File: src/rtl/jk_drive_sequencer.sv
// Drives a downstream JK flip-flop with a J/K pair for a commanded number of
// cycles, then checks the fed-back Q against the value that command should produce.
module jk_drive_sequencer #(
    parameter int CNT_W = 4
) (
    input  logic             Ck,
    input  logic             Reset,
    input  logic             cmd_valid,
    output logic             cmd_ready,
    input  logic [1:0]       cmd_op,
    input  logic [CNT_W-1:0] cmd_count,
    output logic             J,
    output logic             K,
    input  logic             Q_fb,
    output logic             busy,
    output logic             done,
    output logic             mismatch,
    input  logic             clr_err,
    output logic [1:0]       fsm_state
);

    // Handshake: a command transfers on the rising edge where cmd_valid and
    // cmd_ready are both 1; cmd_ready is 1 only in IDLE, and the command
    // inputs are don't-care whenever cmd_ready is 0.
    typedef enum logic [1:0] {
        IDLE  = 2'd0,
        DRIVE = 2'd1,
        CHECK = 2'd2
    } state_t;

    localparam logic [CNT_W:0] CNT_ONE  = {{CNT_W{1'b0}}, 1'b1};
    localparam logic [CNT_W:0] CNT_FULL = {1'b1, {CNT_W{1'b0}}};

    state_t         state;
    state_t         state_nxt;
    logic [CNT_W:0] cnt;
    logic           exp_q;
    logic           accept;

    assign accept    = cmd_valid && cmd_ready;
    assign cmd_ready = (state == IDLE);
    assign busy      = (state != IDLE);
    assign done      = (state == CHECK);
    assign fsm_state = state;

    always_ff @(posedge Ck) begin
        if (!Reset) begin
            state <= IDLE;
        end else begin
            state <= state_nxt;
        end
    end

    always_comb begin
        state_nxt = state;
        case (state)
            IDLE:    if (accept) state_nxt = DRIVE;
            DRIVE:   if (cnt == CNT_ONE) state_nxt = CHECK;
            CHECK:   state_nxt = IDLE;
            default: state_nxt = IDLE;
        endcase
    end

    always_ff @(posedge Ck) begin
        if (!Reset) begin
            J        <= 1'b0;
            K        <= 1'b0;
            cnt      <= '0;
            exp_q    <= 1'b0;
            mismatch <= 1'b0;
        end else begin
            // A fresh compare failure outranks a simultaneous clear request.
            if (state == CHECK && Q_fb != exp_q) begin
                mismatch <= 1'b1;
            end else if (clr_err) begin
                mismatch <= 1'b0;
            end

            case (state)
                IDLE: begin
                    if (accept) begin
                        J   <= cmd_op[1];
                        K   <= cmd_op[0];
                        cnt <= (cmd_count == '0) ? CNT_FULL : {1'b0, cmd_count};
                        // A zero count means 2^CNT_W (even), so bit 0 is the parity in every case.
                        case (cmd_op)
                            2'b00:   exp_q <= Q_fb;
                            2'b01:   exp_q <= 1'b0;
                            2'b10:   exp_q <= 1'b1;
                            default: exp_q <= Q_fb ^ cmd_count[0];
                        endcase
                    end
                end
                DRIVE: begin
                    cnt <= cnt - CNT_ONE;
                    if (cnt == CNT_ONE) begin
                        J <= 1'b0;
                        K <= 1'b0;
                    end
                end
                default: begin
                    J <= 1'b0;
                    K <= 1'b0;
                end
            endcase
        end
    end

endmodule

File: config.mk
export PLATFORM = sky130hd
export DESIGN_NAME = jk_drive_sequencer
export DESIGN_NICKNAME = d
export VERILOG_FILES = /design/src/rtl/jk_drive_sequencer.sv
export SDC_FILE = /design/constraint.sdc
export NUM_CORES = 1
export LEC_CHECK = 0
export ABC_AREA = 1
export BUFFER_PORTS_ARGS = -buffer_cell sky130_fd_sc_hd__buf_2
export CAP_MARGIN = 30
export CORE_AREA = 2 2 39 41
export DETAILED_ROUTE_END_ITERATION = 16
export DIE_AREA = 0 0 41 43
export PLACE_DENSITY = 0.87
export SYNTH_ARGS = -nofsm -noshare
export SYNTH_HDL_FRONTEND = slang
export SYNTH_SLANG_ARGS = --single-unit
File: constraint.sdc
create_clock -name Ck -period 3.2 [get_ports Ck]
set_input_delay 0 -clock Ck [delete_from_list [all_inputs] [get_ports Ck]]
set_output_delay 0 -clock Ck [all_outputs]
set_load 0.005 [all_outputs]
==> key figures, run 1 <==
Die
  • Initial standard-cell utilization of the core: 0.460
  • X dimension of the die: ~41 um
  • Die Ht: approximately 43 um
  • Placeable core region: roughly 1400 um^2
  • Boundary pin count: 19
  • Die area: about 1800 um^2
  • Placement row count: 14

Route
  • Routed vias/inst: 4.86
  • Total detailed-routing wirelength: 1370 um
  • Remaining DRCs: 0
  • Wirelength per Cell: ~10 um
  • Number of violations reported at the end of detailed-routing iteration 0: 7
  • Vias post-DR: 651
  • Count of TritonRoute iterations in the first routing pass: 4
  • Antenna viol nets, final: 0

Global route
  • First-pass GRT wire length: between 2000 and 2500 um
  • Pin count of the biggest net entering global routing: 10
  • Number of antenna violations at the first check in global routing: 0
  • GRT Util Overall: 0.197
  • Total gr overflow: 0
  • Number of global-route vias before repair: 614

Logic synthesis
  • Count of state elements after synthesis: 11
  • Post-synth EDFFs: 0
  • Net count after synthesis: 107
  • Fraction of registers with async set/reset: 0
  • Syn Std Cell Area: 637 um^2
  • Yosys Warn Count: 0
  • Synthesized area per cell: between 6 and 7 um^2
  • Number of instances in the synthesized netlist: 94
  • Share of synthesized area occupied by flip-flops and latches: 0.346
  • Distinct cell type count of the synthesized netlist: 22
  • Leading register cell type out of synthesis: sky130_fd_sc_hd__dfxtp_1

Power
  • Worst IR drop on VDD: about 0.30 mV
  • Total power per unit cell area: between 400 and 500 nW/um^2
  • Sequential Power Share: 0.450
  • Net switching power: 0.119 mW
  • Part of the power in the clock network: 0.256
  • Combinational share of power: 0.294
  • P_int: 0.243 mW
  • Leak Pwr: about 0.40 nW
  • Fraction of power spent switching nets: 0.328

Clock tree
  • CTS tree: done
  • Total clock sinks: 11
  • Clock edge transition at the registers on the reported setup and hold paths: approximately 0.070 ns
  • # H-tree levels: 1
  • Clock latency on the worst-skew pair: 0.26 ns
  • Max Buffers Root-to-Sink: 2
  • Clock root cell: sky130_fd_sc_hd__clkbuf_4
  • TritonCTS buffer count: 3
  • Gates resized, CTS repair: 0

STA
  • Unrepaired setup endpoints after global routing: no
  • Final setup viols: 0
  • Post-layout minimum cycle time: 1.14 ns
  • Final worst path period share: 0.358
  • Fin. max-slew vios: 0
  • Measured slew at the worst slew-check pin: about 0.26 ns
  • Fmax: 874 MHz
  • Hold Violations, Final: 0
  • Total Negative Setup Slacks: 0 ns
  • Worst Skew: 0.000596 ns
  • Worst hold slack after final layout: between 0.015 and 0.02 ns
  • Worst slew margin: 0.827

Worst setup path
  • Maximum net fanout on the critical path: 5
  • CP Data Required Time: 3.35 ns
  • Arrival time at the worst endpoint: 1.29 ns
  • Endpoint of the lowest-slack register-to-register path: cnt[2]
  • Worst r2r path cells: 6
  • Kind of start point of the critical path: flip-flop
  • Minimum setup slack among reg-to-reg paths: 2.06 ns
  • Category of the most critical setup path: flip-flop to flip-flop
  • Worst flop-to-flop path startpoint: cnt[0]
  • Critical Path End Type: flip-flop

Cells and area
  • Final instance count without filler cells: 134
  • Final-stage net count: 132
  • Syn-to-layout area delta: 24.6%
  • Fraction of layout cells with a size suffix above 1: 0.280
  • Antenna diode count: 0

Min path
  • Hold path depth: 3
  • Worst-case hold path end point: cnt[2]
  • Kind of path behind the tightest hold check: input pin to flip-flop
  • Hold_sp: cmd_count[2]

Placed design
  • DP HPWL: 1100 um
  • Routability Congestion: between 0.8 and 0.9
  • Port buffer count: 18
  • Number of instances in the placed design: 128

Run status
  • Result of the run: complete, no violations

Run
  • Max_cap viols: 0
stage by stage:
stage | util | power (mW) | setup slack, ns | cell area (um^2)
3_5_place_dp | 0.540 | 0.270 | 2.06 | 747
6_report | 0.573 | 0.361 | 2.06 | 793
3_3_place_gp | 0.540 | 0.265 | 2.07 | 747
2_1_floorplan | - | 0.238 | 2.17 | 637
5_1_grt | 0.573 | 0.389 | 1.97 | 793
4_1_cts | 0.573 | 0.365 | 2.04 | 793
synth_stat cells (2+ instances only):
master,number,area share
sky130_fd_sc_hd__inv_1,13,0.077
sky130_fd_sc_hd__nand2_4,2,0.035
sky130_fd_sc_hd__nor3_1,2,0.016
sky130_fd_sc_hd__dfxtp_1,11,0.35
sky130_fd_sc_hd__a21oi_1,9,0.071
sky130_fd_sc_hd__nand3_1,6,0.047
sky130_fd_sc_hd__nand2_2,2,0.020
sky130_fd_sc_hd__o21ai_0,3,0.024
sky130_fd_sc_hd__inv_2,2,0.012
sky130_fd_sc_hd__nand2_1,22,0.13
sky130_fd_sc_hd__nor2_1,10,0.059
sky130_fd_sc_hd__ha_1,2,0.039
cells by family after synthesis:
family / after synthesis / synth area share
simple gates: 49 / 0.381
buf+inv: 17 / 0.108
compound gates: 15 / 0.126
flops: 11 / 0.346
fa+ha+maj: 2 / 0.0393
timing repair:
action / CTS / global route
endpoints found under the hold margin: 2 / 0
hold buffers: 2 / 0
buffers inserted: 0 / 0
layer usage:
metal	up-vias	part of all wire	wire, um	GRT usage
met5	-	0	0	0
met4	0	0.0081	11	0.0800
met2	8	0.57	781	0.347
li1	342	-	-	-
met1	299	0.40	540	0.217
met3	2	0.024	33	0.0314
power by group through the flow:
stage / Clock (mW) / Sequential, mW / Combinational, mW
2_1_floorplan: 0 / 0.164 / 0.0742
3_3_place_gp: 0 / 0.165 / 0.101
3_5_place_dp: 0 / 0.165 / 0.105
4_1_cts: 0.0954 / 0.162 / 0.107
5_1_grt: 0.105 / 0.165 / 0.120
6_report: 0.0926 / 0.162 / 0.106
worst max-delay path by stage:
stage                       from  endpoint  slack (ns)
after CTS                 cnt[0]    cnt[2]        2.04
final                     cnt[0]    cnt[2]        2.06
after detailed placement  cnt[0]    cnt[2]        2.06
after global routing      cnt[0]    cnt[2]        1.97
after global placement    cnt[0]    cnt[2]        2.07
after floorplan           cnt[0]    cnt[2]        2.17
layout make-up:
cell class                 count  area (um^2)
inverter                      17         68.8
multi-input combinational     66          348
timing repair buffer          20          110
sequential                    11          220
clock buffer                   4         26.3
tap                           16         20.0
fill                         136          591
sequential cells by signal, summed over array words and instances (netlist names):
name and count:
cnt 5, fsm_state 2, J 1, K 1, exp_q 1, mismatch 1
critical path: stages, from the launching register on:
cell and delay [ns]:
sky130_fd_sc_hd__dfxtp_1 0.34, sky130_fd_sc_hd__inv_1 0.09, sky130_fd_sc_hd__ha_1 0.25, sky130_fd_sc_hd__inv_1 0.06
sky130_fd_sc_hd__nor2_1 0.03, sky130_fd_sc_hd__o21ai_0 0.17, sky130_fd_sc_hd__a31oi_1 0.09
layout by cell type (no fill, tap or decap), drive strengths merged:
master / n
a31oi: 1
nand2: 26
buf: 18
nor3b: 1
clkbuf: 4
o21ai: 5
nor2: 11
or2: 1
dlygate4sd3: 2
nor3: 2
inv: 15
nand3b: 1
a21oi: 9
dfxtp: 11
ha: 2
clkinv: 2
nand3: 7
(Power assumes the default switching activity.)
==> run 2, diff against run 1 <==
CORE_AREA = not set   (was 2 2 39 41)
CORE_MARGIN = 2   (was not set)
CORE_UTILIZATION = 48   (was not set)
DIE_AREA = not set   (was 0 0 41 43)
clock period = 1.2 ns   (was 3.2 ns; I/O delays follow)
==> key figures, run 2 (synthesized netlist as in run 1, its figures left out) <==
STA
  • Measured slew at the worst slew-check pin: 0.254 ns (-0.00362 ns)
  • Post-layout minimum cycle time: 1.11 ns (-0.0336 ns)
  • Worst slew margin: 0.829 (+0.00243)
  • Worst Skew: 0.000773 ns (+0.000177 ns)
  • Worst-case setup margin in the final layout: 0.0893 ns (-1.97 ns)
  • Final setup viols: 0 (unchanged)
  • Final worst path period share: 0.926 (+0.568)
  • Hold Violations, Final: 0 (unchanged)
  • Fmax: 900 MHz (+3.0%)
  • Unrepaired setup endpoints after global routing: no
  • Fin. max-slew vios: 0 (unchanged)
  • Total Negative Setup Slacks: 0 ns (unchanged)

Power
  • Worst IR drop on VDD: 0.803 mV (+170%)
  • Total power per unit cell area: 1240 nW/um^2 (+170%)
  • Total power draw: 0.972 mW (+170%)
  • Leak Pwr: 0.397 nW (-1.4%)

Cells and area
  • Leading cell type in the layout, fill and taps excluded: sky130_fd_sc_hd__nand2_1
  • Fraction of layout cells with a size suffix above 1: 0.299 (+0.0195)
  • Most flop-heavy register: cnt
  • Syn-to-layout area delta: 23.2%
  • Max FFs per register: 5 (unchanged)
  • Final-stage net count: 131 (-0.76%)
  • Highest-count cells in the layout ignoring fill and taps: 22 x sky130_fd_sc_hd__nand2_1, 18 x sky130_fd_sc_hd__buf_2, 12 x sky130_fd_sc_hd__inv_1, 11 x sky130_fd_sc_hd__dfxtp_1, 10 x sky130_fd_sc_hd__nor2_1
  • Antenna diode count: 0 (unchanged)

Global route
  • Pin count of the biggest net entering global routing: 10 (unchanged)
  • Total gr overflow: 0 (unchanged)
  • Number of global-route vias before repair: 587 (-4.4%)
  • GRT Util Overall: 0.216 (+0.0191)
  • First-pass GRT wire length: 2330 um (-1.4%)
  • Number of antenna violations at the first check in global routing: 0 (unchanged)

Clock tree
  • CTS tree: done
  • Max Buffers Root-to-Sink: 2 (unchanged)
  • TritonCTS buffer count: 3 (unchanged)
  • # H-tree levels: 1 (unchanged)
  • Total clock sinks: 11 (unchanged)
  • Clock latency on the worst-skew pair: 0.27 ns (about the same)
  • Post-CTS Setup Repair Bufs: 0 (unchanged)
  • Clock root cell: sky130_fd_sc_hd__clkbuf_4
  • Clock edge transition at the registers on the reported setup and hold paths: 0.07 ns (about the same)

Placed design
  • Port buffer count: 18 (unchanged)
  • Setup slack after placement: 0.00693 ns (-2.05 ns)
  • DP HPWL: 1080 um (-2.0%)
  • Routability Congestion: 0.786 (-3.5%)

Die
  • Die area: 1630 um^2 (-7.3%)
  • X dimension of the die: 40.4 um (-1.4%)
  • Placeable core region: 1270 um^2 (-8.3%)
  • Die Ht: 40.4 um (-6.0%)
  • Placement row count: 13 (-1)
  • Boundary pin count: 19 (unchanged)
  • Initial standard-cell utilization of the core: 0.502 (+0.0418)

Worst setup path
  • Arrival time at the worst endpoint: 1.27 ns (-0.02 ns)
  • CP Data Required Time: 1.36 ns (-1.99 ns)
  • Crit-path slowest cell: sky130_fd_sc_hd__dfxtp_1
  • Crit path buf inv count: 2 (unchanged)
  • Kind of start point of the critical path: flip-flop
  • Category of the most critical setup path: flip-flop to flip-flop
  • Maximum net fanout on the critical path: 6 (+1)
  • Highest cell delay on the worst timing path: 0.42 ns (+0.08 ns)
  • Minimum setup slack among reg-to-reg paths: 0.09 ns (-1.97 ns)
  • Crit-path cells: inv_2, nand2_2, clkinv_4, nor3_1, nor3b_2
  • Critical Path End Type: flip-flop
  • Worst flop-to-flop path startpoint: fsm_state[1]
  • Worst r2r path cells: 5 (-1)
  • Cell family with most CP delay: flip-flops
  • Endpoint of the lowest-slack register-to-register path: cnt[0]

Route
  • Number of violations reported at the end of detailed-routing iteration 0: 17 (+10)
  • Vias post-DR: 687 (+5.5%)
  • Routed vias/inst: 5.20 (+7.1%)
  • Antenna viol nets, final: 0 (unchanged)
  • Wirelength per Cell: 10.5 um (+2.6%)
  • Count of TritonRoute iterations in the first routing pass: 4 (unchanged)
  • Remaining DRCs: 0 (unchanged)
  • Total detailed-routing wirelength: 1380 um (+1.0%)

Min path
  • Hold path depth: 4 (+1)
  • Worst-case hold path end point: mismatch
  • Kind of path behind the tightest hold check: input pin to flip-flop
  • Hold_sp: clr_err

Run
  • Max_cap viols: 0 (unchanged)

Run status
  • Result of the run: complete, no violations
run 2: changes by cell type in the layout (fill, tap and decap cells not counted), sizes merged:
cell         previous run  this run
dlygate4sd3             2         1
run 2: timing repair:
action                                 in CTS  in global routing
pin swaps                                   0                  0
endpoints found under the hold margin       1                  0
setup endpoints to repair                   1                  2
gates resized for setup                     1                  2
hold buffers                                1                  0
run 2: through the flow:
stage | utilization | std cells | area, um^2 | hold slack [ns]
6_report | 0.618 | 132 | 785 | 0.00476
3_3_place_gp | 0.588 | 127 | 746 | 0.254
5_1_grt | 0.618 | 132 | 785 | 0.00681
2_1_floorplan | - | 94 | 637 | 0.142
3_5_place_dp | 0.588 | 127 | 746 | 0.258
4_1_cts | 0.616 | 132 | 782 | 0.00164
run 2: how the worst max path moves through the flow:
stage / startpoint / end / depth (start not counted)
floorplan: cnt[0] / cnt[2] / 6
global placement: cnt[0] / cnt[2] / 6
detailed placement: cnt[0] / cnt[2] / 6
CTS: cnt[0] / cnt[2] / 6
global route: fsm_state[0] / J / 6
finish: fsm_state[1] / cnt[0] / 5
run 2: area by class of cell:
| class | count | area (um^2) |
|---|---|---|
| Tap cell | 15 | 18.8 |
| Timing Repair Buffer | 19 | 100 |
| Inverter | 17 | 68.8 |
| Multi-Input combinational cell | 66 | 350 |
| Sequential cell | 11 | 220 |
| Fill cell | 114 | 484 |
| Clock buffer | 4 | 26.3 |
run 2: report_power, final:
part / internal, mW / switching (mW) / total [mW] / leakage, nW
Combinational: 0.118 / 0.170 / 0.288 / 0.292
Sequential: 0.401 / 0.0323 / 0.434 / 0.0906
Clock: 0.129 / 0.121 / 0.250 / 0.0150
Total: 0.648 / 0.323 / 0.972 / 0.397
run 2: worst min-delay path, stage by stage:
cell and delay (ns):
sky130_fd_sc_hd__buf_2 0.07, sky130_fd_sc_hd__inv_1 0.03, sky130_fd_sc_hd__nand2_1 0.06, sky130_fd_sc_hd__a21oi_1 0.06
run 2: metal layers:
| layer | GRT usage | vias to the layer above | routed length, um |
|---|---|---|---|
| met1 | 0.255 | 307 | 559 |
| met5 | 0 | - | 0 |
| met3 | 0.0333 | 8 | 79 |
| met4 | 0.150 | 0 | 42 |
| met2 | 0.353 | 32 | 699 |
| li1 | - | 340 | - |
